--- src/rtl/uart_tx_arbiter.sv ---
// Packet-level round-robin arbiter sharing one UART transmitter among NUM_REQ byte sources.
// Optional build macro UART_ARB_PRIO0_EN: requester 0 takes absolute priority at packet boundaries.
module uart_tx_arbiter #(
    parameter int NUM_REQ      = 4,
    parameter int BUSY_TIMEOUT = 1023
) (
    input  logic                       clk,
    input  logic                       reset,
    input  logic [NUM_REQ-1:0]         req_valid,
    input  logic [8*NUM_REQ-1:0]       req_data,
    input  logic [NUM_REQ-1:0]         req_last,
    output logic [NUM_REQ-1:0]         req_ready,
    input  logic                       TxD_busy,
    output logic                       TxD_start,
    output logic [7:0]                 TxD_data,
    output logic [$clog2(NUM_REQ)-1:0] grant_id,
    output logic                       locked,
    output logic                       timeout_err
);

    localparam int IDW = $clog2(NUM_REQ);
    localparam int CW  = $clog2(BUSY_TIMEOUT + 1);

    localparam logic [IDW-1:0]     LP_ID_LAST = IDW'(NUM_REQ - 1);
    localparam logic [CW-1:0]      LP_CNT_MAX = CW'(BUSY_TIMEOUT);
    localparam logic [NUM_REQ-1:0] LP_ONE_HOT = {{(NUM_REQ-1){1'b0}}, 1'b1};

    typedef enum logic [1:0] {
        ST_IDLE = 2'd0,
        ST_SEND = 2'd1,
        ST_WAIT = 2'd2
    } state_t;

    state_t           r_state;
    state_t           w_state_nxt;
    logic             r_start;
    logic [7:0]       r_data;
    logic [IDW-1:0]   r_grant;
    logic             r_locked;
    logic             r_terr;
    logic             r_last;
    logic [IDW-1:0]   r_ptr;
    logic [CW-1:0]    r_cnt;

    logic             w_start_nxt;
    logic [7:0]       w_data_nxt;
    logic [IDW-1:0]   w_grant_nxt;
    logic             w_locked_nxt;
    logic             w_terr_nxt;
    logic             w_last_nxt;
    logic [IDW-1:0]   w_ptr_nxt;
    logic [CW-1:0]    w_cnt_nxt;

    logic             w_found;
    logic [IDW-1:0]   w_winner;
    logic [IDW-1:0]   w_idx;
    logic             w_hit;
    logic             w_accept;
    logic             w_timeout;
    logic [IDW-1:0]   w_ptr_rel;
    logic [7:0]       w_sel_data;

    function automatic logic [IDW-1:0] f_next_id(input logic [IDW-1:0] v);
        f_next_id = (v == LP_ID_LAST) ? {IDW{1'b0}} : v + IDW'(1'b1);
    endfunction

    // Arbitration: locked packets keep their owner, otherwise search upward from pointer+1.
    always_comb begin
        w_found  = 1'b0;
        w_winner = r_grant;
        w_idx    = r_ptr;
        w_hit    = 1'b0;
        if (r_locked) begin
            w_found  = req_valid[r_grant];
            w_winner = r_grant;
        end else begin
            for (int k = 0; k < NUM_REQ; k++) begin
                w_idx    = f_next_id(w_idx);
                w_hit    = req_valid[w_idx] & ~w_found;
                w_found  = w_found | w_hit;
                w_winner = w_hit ? w_idx : w_winner;
            end
`ifdef UART_ARB_PRIO0_EN
            w_found  = w_found | req_valid[0];
            w_winner = req_valid[0] ? {IDW{1'b0}} : w_winner;
`endif
        end
    end

    assign w_accept   = (r_state == ST_IDLE) & ~TxD_busy & w_found & ~reset;
    assign w_timeout  = (r_state == ST_SEND) & ~TxD_busy & (r_cnt == LP_CNT_MAX);
    assign w_sel_data = req_data[{w_winner, 3'b000} +: 8];

`ifdef UART_ARB_PRIO0_EN
    // A requester-0 packet leaves the round-robin position untouched.
    assign w_ptr_rel = (r_grant == {IDW{1'b0}}) ? r_ptr : r_grant;
`else
    assign w_ptr_rel = r_grant;
`endif

    // State register.
    always_ff @(posedge clk) begin
        if (reset) begin
            r_state <= ST_IDLE;
        end else begin
            r_state <= w_state_nxt;
        end
    end

    // Next-state logic.
    always_comb begin
        w_state_nxt = r_state;
        case (r_state)
            ST_IDLE: begin
                if (w_accept) begin
                    w_state_nxt = ST_SEND;
                end else begin
                    w_state_nxt = ST_IDLE;
                end
            end
            ST_SEND: begin
                if (TxD_busy) begin
                    w_state_nxt = ST_WAIT;
                end else if (w_timeout) begin
                    w_state_nxt = ST_IDLE;
                end else begin
                    w_state_nxt = ST_SEND;
                end
            end
            ST_WAIT: begin
                if (!TxD_busy) begin
                    w_state_nxt = ST_IDLE;
                end else begin
                    w_state_nxt = ST_WAIT;
                end
            end
            default: begin
                w_state_nxt = ST_IDLE;
            end
        endcase
    end

    // Output and datapath next values; req_ready is the only combinational output.
    always_comb begin
        w_start_nxt  = r_start;
        w_data_nxt   = r_data;
        w_grant_nxt  = r_grant;
        w_locked_nxt = r_locked;
        w_terr_nxt   = 1'b0;
        w_last_nxt   = r_last;
        w_ptr_nxt    = r_ptr;
        w_cnt_nxt    = r_cnt;
        req_ready    = w_accept ? (LP_ONE_HOT << w_winner) : {NUM_REQ{1'b0}};
        case (r_state)
            ST_IDLE: begin
                if (w_accept) begin
                    w_data_nxt   = w_sel_data;
                    w_grant_nxt  = w_winner;
                    w_locked_nxt = 1'b1;
                    w_last_nxt   = req_last[w_winner];
                    w_start_nxt  = 1'b1;
                    w_cnt_nxt    = {CW{1'b0}};
                end else begin
                    w_start_nxt  = 1'b0;
                    w_cnt_nxt    = {CW{1'b0}};
                end
            end
            ST_SEND: begin
                if (TxD_busy) begin
                    w_start_nxt  = 1'b0;
                    w_cnt_nxt    = {CW{1'b0}};
                end else if (w_timeout) begin
                    // Transmitter never answered: drop the rest of this packet.
                    w_start_nxt  = 1'b0;
                    w_terr_nxt   = 1'b1;
                    w_locked_nxt = 1'b0;
                    w_ptr_nxt    = w_ptr_rel;
                    w_cnt_nxt    = {CW{1'b0}};
                end else begin
                    w_cnt_nxt    = r_cnt + CW'(1'b1);
                end
            end
            ST_WAIT: begin
                if (!TxD_busy && r_last) begin
                    w_locked_nxt = 1'b0;
                    w_ptr_nxt    = w_ptr_rel;
                end else begin
                    w_locked_nxt = r_locked;
                end
            end
            default: begin
                w_start_nxt  = 1'b0;
                w_locked_nxt = 1'b0;
                w_cnt_nxt    = {CW{1'b0}};
            end
        endcase
    end

    // Registered outputs, packet bookkeeping and busy-timeout counter.
    always_ff @(posedge clk) begin
        if (reset) begin
            r_start  <= 1'b0;
            r_data   <= 8'h00;
            r_grant  <= {IDW{1'b0}};
            r_locked <= 1'b0;
            r_terr   <= 1'b0;
            r_last   <= 1'b0;
            r_ptr    <= LP_ID_LAST;
            r_cnt    <= {CW{1'b0}};
        end else begin
            r_start  <= w_start_nxt;
            r_data   <= w_data_nxt;
            r_grant  <= w_grant_nxt;
            r_locked <= w_locked_nxt;
            r_terr   <= w_terr_nxt;
            r_last   <= w_last_nxt;
            r_ptr    <= w_ptr_nxt;
            r_cnt    <= w_cnt_nxt;
        end
    end

    assign TxD_start   = r_start;
    assign TxD_data    = r_data;
    assign grant_id    = r_grant;
    assign locked      = r_locked;
    assign timeout_err = r_terr;

endmodule
--- config.mk ---
export PLATFORM = sky130hd
export DESIGN_NAME = uart_tx_arbiter
export DESIGN_NICKNAME = d
export VERILOG_FILES = /design/src/rtl/uart_tx_arbiter.sv
export SDC_FILE = /design/constraint.sdc
export NUM_CORES = 1
export LEC_CHECK = 0
export ABC_AREA = 1
export ABC_CLOCK_PERIOD_IN_PS = 4000
export CAP_MARGIN = 5
export CORE_MARGIN = 2
export CORE_UTILIZATION = 45
export DETAILED_ROUTE_END_ITERATION = 10
export PLACE_DENSITY_LB_ADDON = 0.25
export RECOVER_POWER = 50
export SLEW_MARGIN = 20
export SYNTH_ARGS = -nofsm -noshare
export SYNTH_HDL_FRONTEND = slang
export SYNTH_SLANG_ARGS = --single-unit
--- constraint.sdc ---
create_clock -name clk -period 4 [get_ports clk]
set_input_delay 1 -clock clk [delete_from_list [all_inputs] [get_ports clk]]
set_output_delay 1 -clock clk [all_outputs]
set_load 0.03 [all_outputs]
==> results of run 1 <==
## sequential cells by signal, indices dropped and copies added, names as in the netlist
signal	cells
timeout_err	1
locked	1
TxD_data	8
r_state	2
r_last	1
grant_id	2
TxD_start	1
r_ptr	2
r_cnt	10
## critical path, delay by kind of cell (launching register included)
kind	cells	cell delay [ns]
and+or+nand+nor	9	0.96
buffers and inverters	2	0.26
AOI/OAI and AO/OA	2	0.32
adders and majority gates	1	0.46
DFF	1	0.36
## final timing paths
kind,start,endpoint
min,TxD_start,TxD_start
min reg2reg,TxD_start,TxD_start
max,r_ptr[0],req_ready[2]
max reg2reg,r_ptr[0],TxD_data[1]
## per-stage QoR
step	std cells	area (sq um)	power (mW)	worst slack [ns]
2_1_floorplan	337	2060	0.723	0.294
6_report	447	2740	1.00	0.361
3_3_place_gp	444	2670	0.851	0.165
5_1_grt	447	2740	1.09	0.124
3_5_place_dp	444	2670	0.859	0.105
4_1_cts	447	2710	1.01	0.0796
## cells in the final DEF, fill, tap and decap left out, types with 2 or more instances in the layout
cell,count
sky130_fd_sc_hd__nand3_1,35
sky130_fd_sc_hd__nand4_1,3
sky130_fd_sc_hd__o211ai_1,2
sky130_fd_sc_hd__o21ai_0,8
sky130_fd_sc_hd__nand2_2,17
sky130_fd_sc_hd__buf_4,8
sky130_fd_sc_hd__nor3_1,4
sky130_fd_sc_hd__a21oi_1,10
sky130_fd_sc_hd__nor2_2,2
sky130_fd_sc_hd__o21ai_2,2
sky130_fd_sc_hd__dlymetal6s2s_1,4
sky130_fd_sc_hd__nor2_1,38
sky130_fd_sc_hd__buf_6,2
sky130_fd_sc_hd__clkbuf_8,3
sky130_fd_sc_hd__dfxtp_1,28
sky130_fd_sc_hd__nor3b_1,3
sky130_fd_sc_hd__clkdlybuf4s50_1,40
sky130_fd_sc_hd__inv_1,31
sky130_fd_sc_hd__nand2_1,115
sky130_fd_sc_hd__ha_1,2
sky130_fd_sc_hd__o21ai_1,2
sky130_fd_sc_hd__nand3_2,3
sky130_fd_sc_hd__nand2_4,2
sky130_fd_sc_hd__a211oi_1,4
sky130_fd_sc_hd__dlygate4sd3_1,11
sky130_fd_sc_hd__nand2_8,2
sky130_fd_sc_hd__inv_2,6
## cell type report
class                           count  share of cell area
Clock buffer                        3              0.0151
Multi-Input combinational cell    262               0.471
Tap cell                           52              0.0237
Inverter                           37              0.0507
Sequential cell                    28               0.205
Timing Repair Buffer               65               0.235
## cell families after synthesis
logic type / Yosys count / share of synthesized area
buffers and inverters: 47 / 0.108
and+or+nand+nor: 227 / 0.508
AOI/OAI and AO/OA: 31 / 0.0912
adders and majority gates: 2 / 0.0122
DFF: 28 / 0.272
xor gates and xnor gates: 2 / 0.00851
## metal layers
layer	up-vias	global-route usage	share of wire
met5	-	0	0
met4	0	0.0335	0.0067
met3	4	0.0478	0.062
met2	64	0.367	0.49
met1	1024	0.249	0.44
li1	1180	-	-
## power by group
group	total, mW	internal, mW	switching [mW]	leakage [nW]
sequential	0.312	0.297	0.0147	0.228
combinational	0.546	0.208	0.338	1.07
clock	0.146	0.0675	0.0790	0.0216
## repair_timing
action / CTS / global route
hold buffers: 0 / 0
resized for setup: 0 / 15
setup endpoints to repair: 0 / 4
==> results.rst, run 1 <==
.. list-table::
   :header-rows: 1

   * - Metric
     - Value
   * - Status
     - finished clean
   * - Area of the die
     - 5130 sq um
   * - Flop and latch count out of synthesis
     - 28
   * - Max Clk Rate
     - between 200 and 300 MHz
   * - Post-Route Utilization
     - 0.625
   * - Pwr/cell area
     - between 300 and 400 nW/um^2
   * - Fraction of registers with async set or reset after synthesis
     - 0
   * - Slew Viols, Final
     - 0
   * - Mapped Avg Cell Area
     - just over 6 sq um
   * - Synth cell count leaders
     - sky130_fd_sc_hd__nand2_1, sky130_fd_sc_hd__nor2_1, sky130_fd_sc_hd__nand3_1, sky130_fd_sc_hd__inv_1, sky130_fd_sc_hd__dfxtp_1
   * - Vias in the first global route
     - approximately 2000
   * - Clock tree from TritonCTS
     - done
   * - Horizontal die dimension
     - 71.6 um
   * - Routed via count
     - 2272
   * - Synth Instances
     - 337
   * - Setup skew after layout
     - around 0.0036 ns
   * - Path type of the worst min-delay path
     - reg2reg
   * - Number of DRC violations after detailed routing
     - 0
   * - WL/cell
     - ~11 um
   * - Total gr overflow
     - 0
   * - Synth-to-Final Area Change
     - 33.1%
   * - Most area-hungry cell type in the Yosys netlist
     - sky130_fd_sc_hd__dfxtp_1
   * - RSZ-0062 raised after global routing
     - false
   * - CTS clock-pin slew for the worst setup and hold paths
     - 0.09 ns
   * - Critical path, cell by cell
     - ha_1, inv_2, nand2_1, nand2_2, nand2_4, nand2_4, nor2_4, nand2_1, o21ai_1, nand2_1, a21oi_2, nand2_1, nor2_2, buf_6
   * - Clk sinks
     - 28
   * - Share of the synthesized area in the top cell type
     - 0.272
   * - Setup_tns
     - 0 ns
   * - Tightest Pin Transition
     - 0.733 ns
   * - Clock latency on the worst-skew pair
     - around 0.27 ns
   * - First-pass GRT wire length
     - 8560 um
   * - Final hold vios
     - 0
   * - Class of the most critical setup path
     - reg2out
   * - Count of maximum capacitance violations
     - 0
   * - Iter 0 DRT Violations
     - 130
   * - DRT antenna net count
     - 0
   * - Final net count
     - 442
   * - R2R setup slack
     - 1.41 ns
   * - Pre-antenna DRT Iters
     - 4
   * - Routed Wire Length
     - 5100 um
   * - Half-perimeter wire length after placement
     - 4040 um
   * - Leak
     - 1.32 nW
   * - Depth of the worst hold-timing path
     - 2
   * - Total of fill cells in the finished design
     - 438
   * - Worst r2r path cells
     - 18
   * - Dominant cells by area after synthesis
     - sky130_fd_sc_hd__dfxtp_1, sky130_fd_sc_hd__nand2_1, sky130_fd_sc_hd__nand3_1
   * - Area used by sequential logic in the layout
     - 561 sq um
   * - Count of input and output buffers
     - 59
   * - Clock buffer count from CTS
     - 3
   * - Arrival @ worst endpoint
     - 2.64 ns
   * - Multi-input logic area
     - 1290 sq um
   * - Share of synthesized area occupied by flip-flops and latches
     - 0.272
   * - Minimum clock period after layout
     - roughly 3.6 ns
   * - Last weighted congestion value of the routability-driven placer
     - around 0.86
   * - Number of vias per cell after detailed routing
     - ~5.1
   * - Fraction of layout cells with a size suffix above 1
     - 0.129
   * - Hold WS
     - 0.484 ns
   * - Cell occurring most often along the worst timing path
     - sky130_fd_sc_hd__nand2_1
   * - Critical path's largest stage delay
     - 0.46 ns
   * - Crit. End Element
     - output port
   * - Placeable core region
     - ~4400 sq um
   * - Maximum ir drop on the vdd rail
     - 0.199 mV
   * - Worst-path maximum fanout
     - 7
   * - Most used flip-flop cell after synthesis
     - sky130_fd_sc_hd__dfxtp_1
   * - Deepest clock path buffer count
     - 2
   * - Height of the die
     - 71.6 um
   * - Number of setup violations in the final report
     - 0
   * - Netlist Area Pre-Place
     - 2060 sq um
   * - Slowest cell on the critical path
     - sky130_fd_sc_hd__ha_1
   * - Root cell of the clock tree
     - sky130_fd_sc_hd__clkbuf_8
   * - Startpoint class of the critical path
     - flip-flop
   * - Number of unique standard cell types used by synthesis
     - 33
   * - Count of flip-flops with a built-in enable after synthesis
     - 0
   * - Max transition margin
     - 0.510
   * - Initial antenna violation count
     - 0
   * - Total number of placement rows
     - 24
   * - Largest net degree at the start of global routing
     - 20
   * - Yosys Warn Count
     - 0
   * - Effective utilization at floorplan
     - 0.469
   * - Antenna cells
     - 0
   * - Clock H-tree levels
     - 1
   * - Number of top-level pins
     - 60
   * - Period utilisation layout
     - 0.910
   * - Required arrival time at the worst endpoint
     - 3.00 ns
   * - All-Layer GR Usage
     - 0.203
   * - Dominant cell by count in the synthesized netlist
     - sky130_fd_sc_hd__nand2_1
   * - Syn_nets
     - between 300 and 400
   * - Setup repair bufs after CTS
     - 0
No activity file was read; power rests on OpenSTA's default activity.
==> run 2: changes to the inputs <==
--- a/config.mk
+++ b/config.mk
@@ -6,10 +6,9 @@
 export NUM_CORES = 1
 export LEC_CHECK = 0
 export ABC_AREA = 1
-export ABC_CLOCK_PERIOD_IN_PS = 4000
-export CAP_MARGIN = 5
+export ABC_CLOCK_PERIOD_IN_PS = 4200
 export CORE_MARGIN = 2
-export CORE_UTILIZATION = 45
+export CORE_UTILIZATION = 46
 export DETAILED_ROUTE_END_ITERATION = 10
 export PLACE_DENSITY_LB_ADDON = 0.25
 export RECOVER_POWER = 50
==> constraint.sdc (replaced) <==
create_clock -name clk -period 4.2 [get_ports clk]
set_input_delay 1.05 -clock clk [delete_from_list [all_inputs] [get_ports clk]]
set_output_delay 1.05 -clock clk [all_outputs]
set_load 0.03 [all_outputs]
==> results.rst, run 2 (synthesis gave the netlist of run 1 again) <==
.. list-table::
   :header-rows: 1

   * - Metric
     - Value
   * - Number of top-level pins
     - 60 (unchanged)
   * - Count of maximum capacitance violations
     - 0 (unchanged)
   * - Clock power frac
     - 0.168 (+0.022)
   * - Antenna cells
     - 0 (unchanged)
   * - Total gr overflow
     - 0 (unchanged)
   * - End point of the critical path
     - req_ready[3]
   * - All-Layer GR Usage
     - 0.212 (+0.00874)
   * - WL/cell
     - 11.3 um (-1.2%)
   * - Last weighted congestion value of the routability-driven placer
     - 0.850 (-1.6%)
   * - Period utilisation layout
     - 0.954
   * - Arrival @ worst endpoint
     - 2.96 ns (+0.32 ns)
   * - Clock latency on the worst-skew pair
     - 0.27 ns (about the same)
   * - Internal power summed over all cells
     - 0.556 mW (-3.0%)
   * - Hold WS
     - 0.479 ns (-0.00557 ns)
   * - Max Clk Rate
     - between 200 and 250 MHz
   * - Startpoint class of the critical path
     - input port
   * - Register ranked first by flip-flop count
     - r_cnt
   * - Max transition margin
     - 0.462 (-0.0483)
   * - Placeable core region
     - 4320 sq um (-1.4%)
   * - Clock buffer count from CTS
     - 3 (unchanged)
   * - CTS clock-pin slew for the worst setup and hold paths
     - 0.09 ns (about the same)
   * - Status
     - finished clean
   * - Final net count
     - 441 (-0.23%)
   * - Area of the die
     - 5030 sq um (-2.1%)
   * - First-pass GRT wire length
     - 8910 um (+4.2%)
   * - Vias in the first global route
     - 2124 (+4.8%)
   * - Multi-input logic area
     - 1280 sq um (-0.58%)
   * - Path type of the worst min-delay path
     - reg2reg
   * - RSZ-0062 raised after global routing
     - false
   * - Required arrival time at the worst endpoint
     - 3.15 ns (+0.15 ns)
   * - Clk sinks
     - 28 (unchanged)
   * - Half-perimeter wire length after placement
     - 3910 um (-3.4%)
   * - Area used by sequential logic in the layout
     - 561 sq um (unchanged)
   * - Slew Viols, Final
     - 0 (unchanged)
   * - Clock H-tree levels
     - 1 (unchanged)
   * - Total number of placement rows
     - 24 (unchanged)
   * - DRT antenna net count
     - 0 (unchanged)
   * - Routed Wire Length
     - 5040 um (-1.2%)
   * - Final hold vios
     - 0 (unchanged)
   * - Power share of the combinational group
     - 0.524 (-0.019)
   * - Worst reg2reg startpoint
     - r_ptr[0]
   * - Setup_tns
     - 0 ns (unchanged)
   * - Tightest Pin Transition
     - 0.807 ns (+0.0742 ns)
   * - Minimum clock period after layout
     - about 4 ns
   * - Pwr/cell area
     - 355 nW/um^2 (-3.3%)
   * - Pre-antenna DRT Iters
     - 4 (unchanged)
   * - Count of input and output buffers
     - 59 (unchanged)
   * - Height of the die
     - 70.9 um (-1.0%)
   * - Fraction of layout cells with a size suffix above 1
     - 0.111 (-0.0177)
   * - Sequential Power Share
     - 0.308 (-0.003)
   * - Net switching power of the design
     - 0.408 mW (-5.5%)
   * - Setup skew after layout
     - 0.00218 ns (-0.00139 ns)
   * - Worst-path maximum fanout
     - 19 (+12)
   * - Number of cells after detailed placement
     - 443 (-0.23%)
   * - Number of setup violations in the final report
     - 0 (unchanged)
   * - Reg-to-reg endpoint
     - TxD_data[2]
   * - Deepest clock path buffer count
     - 2 (unchanged)
   * - Effective utilization at floorplan
     - 0.476 (+0.00652)
   * - Crit. End Element
     - output port
   * - Worst r2r path cells
     - 17 (-1)
   * - Number of DRC violations after detailed routing
     - 0 (unchanged)
   * - Total of fill cells in the finished design
     - 432 (-1.4%)
   * - Synth-to-Final Area Change
     - 32.0%
   * - Root cell of the clock tree
     - sky130_fd_sc_hd__clkbuf_8
   * - Most common cell after layout, fill and taps aside
     - sky130_fd_sc_hd__nand2_1
   * - CP startpoint
     - req_valid[1]
   * - Fraction of power spent switching nets
     - 0.423 (-0.00641)
   * - Final cell count without fillers
     - 447 (unchanged)
   * - Class of the most critical setup path
     - in2out
   * - R2R setup slack
     - 1.52 ns (+0.11 ns)
   * - Highest-count cells in the layout ignoring fill and taps
     - sky130_fd_sc_hd__nand2_1, sky130_fd_sc_hd__clkdlybuf4s50_1, sky130_fd_sc_hd__nor2_1, sky130_fd_sc_hd__nand3_1, sky130_fd_sc_hd__inv_1
   * - Setup repair bufs after CTS
     - 0 (unchanged)
   * - Horizontal die dimension
     - 70.9 um (-1.0%)
   * - Largest net degree at the start of global routing
     - 20 (unchanged)
   * - Iter 0 DRT Violations
     - 158 (+22%)
   * - Leak
     - 1.28 nW (-2.6%)
   * - Largest register FFs
     - 10 (unchanged)
   * - Initial antenna violation count
     - 0 (unchanged)
   * - Maximum ir drop on the vdd rail
     - 0.148 mV (-26%)
   * - Routed via count
     - 2235 (-1.6%)
   * - Clock tree from TritonCTS
     - done
   * - Number of vias per cell after detailed routing
     - 5.00 (-1.6%)
run 2: cell count changes in the layout (fill, tap and decap cells not counted), moves of 2 or more:
cell                              change
sky130_fd_sc_hd__nand2_1              +2
sky130_fd_sc_hd__inv_2                -3
sky130_fd_sc_hd__clkdlybuf4s50_1      +3
sky130_fd_sc_hd__buf_6                -2
sky130_fd_sc_hd__dlymetal6s2s_1       -4
sky130_fd_sc_hd__inv_1                +3
sky130_fd_sc_hd__nand2_2              -2
run 2: metrics by stage:
step	util	setup slack [ns]	area (sq um)	total power, mW
finish	0.628	0.193	2720	0.964
global route	0.628	0.0409	2720	1.05
CTS	0.628	0.205	2710	0.971
detailed placement	0.615	0.216	2660	0.808
global placement	0.615	0.235	2660	0.801
floorplan	-	0.394	2060	0.688
run 2: cell type report:
| cell class | instances | area share |
|---|---|---|
| multi-input combinational | 262 | 0.472 |
| timing repair buffer | 64 | 0.226 |
| sequential | 28 | 0.206 |
| inverter | 37 | 0.0511 |
| tap | 52 | 0.0239 |
| clock buffer | 4 | 0.0203 |
run 2: worst min-delay path by stage:
stage           endpoint       from  cells past startpoint  slack, ns
5_1_grt        TxD_start  TxD_start                      2       0.49
2_1_floorplan   r_ptr[1]   r_ptr[1]                      2       0.45
4_1_cts        TxD_start  TxD_start                      2       0.48
3_5_place_dp   TxD_start  TxD_start                      2       0.47
3_3_place_gp   TxD_start  TxD_start                      2       0.45
6_report       TxD_start  TxD_start                      2       0.48
run 2: timing repair:
item | CTS | global route
hold buffers | 0 | 0
endpoints found under the setup margin | 0 | 1
gates resized for setup | 0 | 2
hold endpoints to repair | 0 | 0
run 2: power by group through the flow:
stage               logic, mW  registers (mW)  clock network [mW]
floorplan               0.362           0.326                   0
global placement        0.498           0.303                   0
detailed placement      0.505           0.303                   0
CTS                     0.507           0.298               0.166
global route            0.569           0.300               0.180
finish                  0.505           0.297               0.162
run 2: worst max-delay path: stages:
cell	delay [ns]
sky130_fd_sc_hd__clkdlybuf4s50_1	0.44
sky130_fd_sc_hd__inv_1	0.11
sky130_fd_sc_hd__nand2_1	0.08
sky130_fd_sc_hd__nand3_2	0.12
sky130_fd_sc_hd__nand2_2	0.08
sky130_fd_sc_hd__o21bai_1	0.17
sky130_fd_sc_hd__nand2_1	0.11
sky130_fd_sc_hd__nand3_4	0.10
sky130_fd_sc_hd__nand2_8	0.16
sky130_fd_sc_hd__nand2_8	0.06
sky130_fd_sc_hd__inv_2	0.09
sky130_fd_sc_hd__nand2_1	0.10
sky130_fd_sc_hd__nor2_1	0.12
sky130_fd_sc_hd__buf_4	0.16
run 2: per-layer routing:
metal | global-route usage | up-vias | part of all wire
met3 | 0.0484 | 8 | 0.069
met1 | 0.287 | 976 | 0.45
met4 | 0.0440 | 0 | 0.013
met2 | 0.348 | 72 | 0.47
li1 | - | 1179 | -
met5 | 0 | - | 0
==> run 3: changes to the inputs <==
--- a/config.mk
+++ b/config.mk
@@ -12,6 +12,7 @@
 export DETAILED_ROUTE_END_ITERATION = 10
 export PLACE_DENSITY_LB_ADDON = 0.25
 export RECOVER_POWER = 50
+export SKIP_CTS_REPAIR_TIMING = 1
 export SLEW_MARGIN = 20
 export SYNTH_ARGS = -nofsm -noshare
 export SYNTH_HDL_FRONTEND = slang
==> results of run 3 <==
No change in the layout: final DEF, timing and power equal those of run 2.
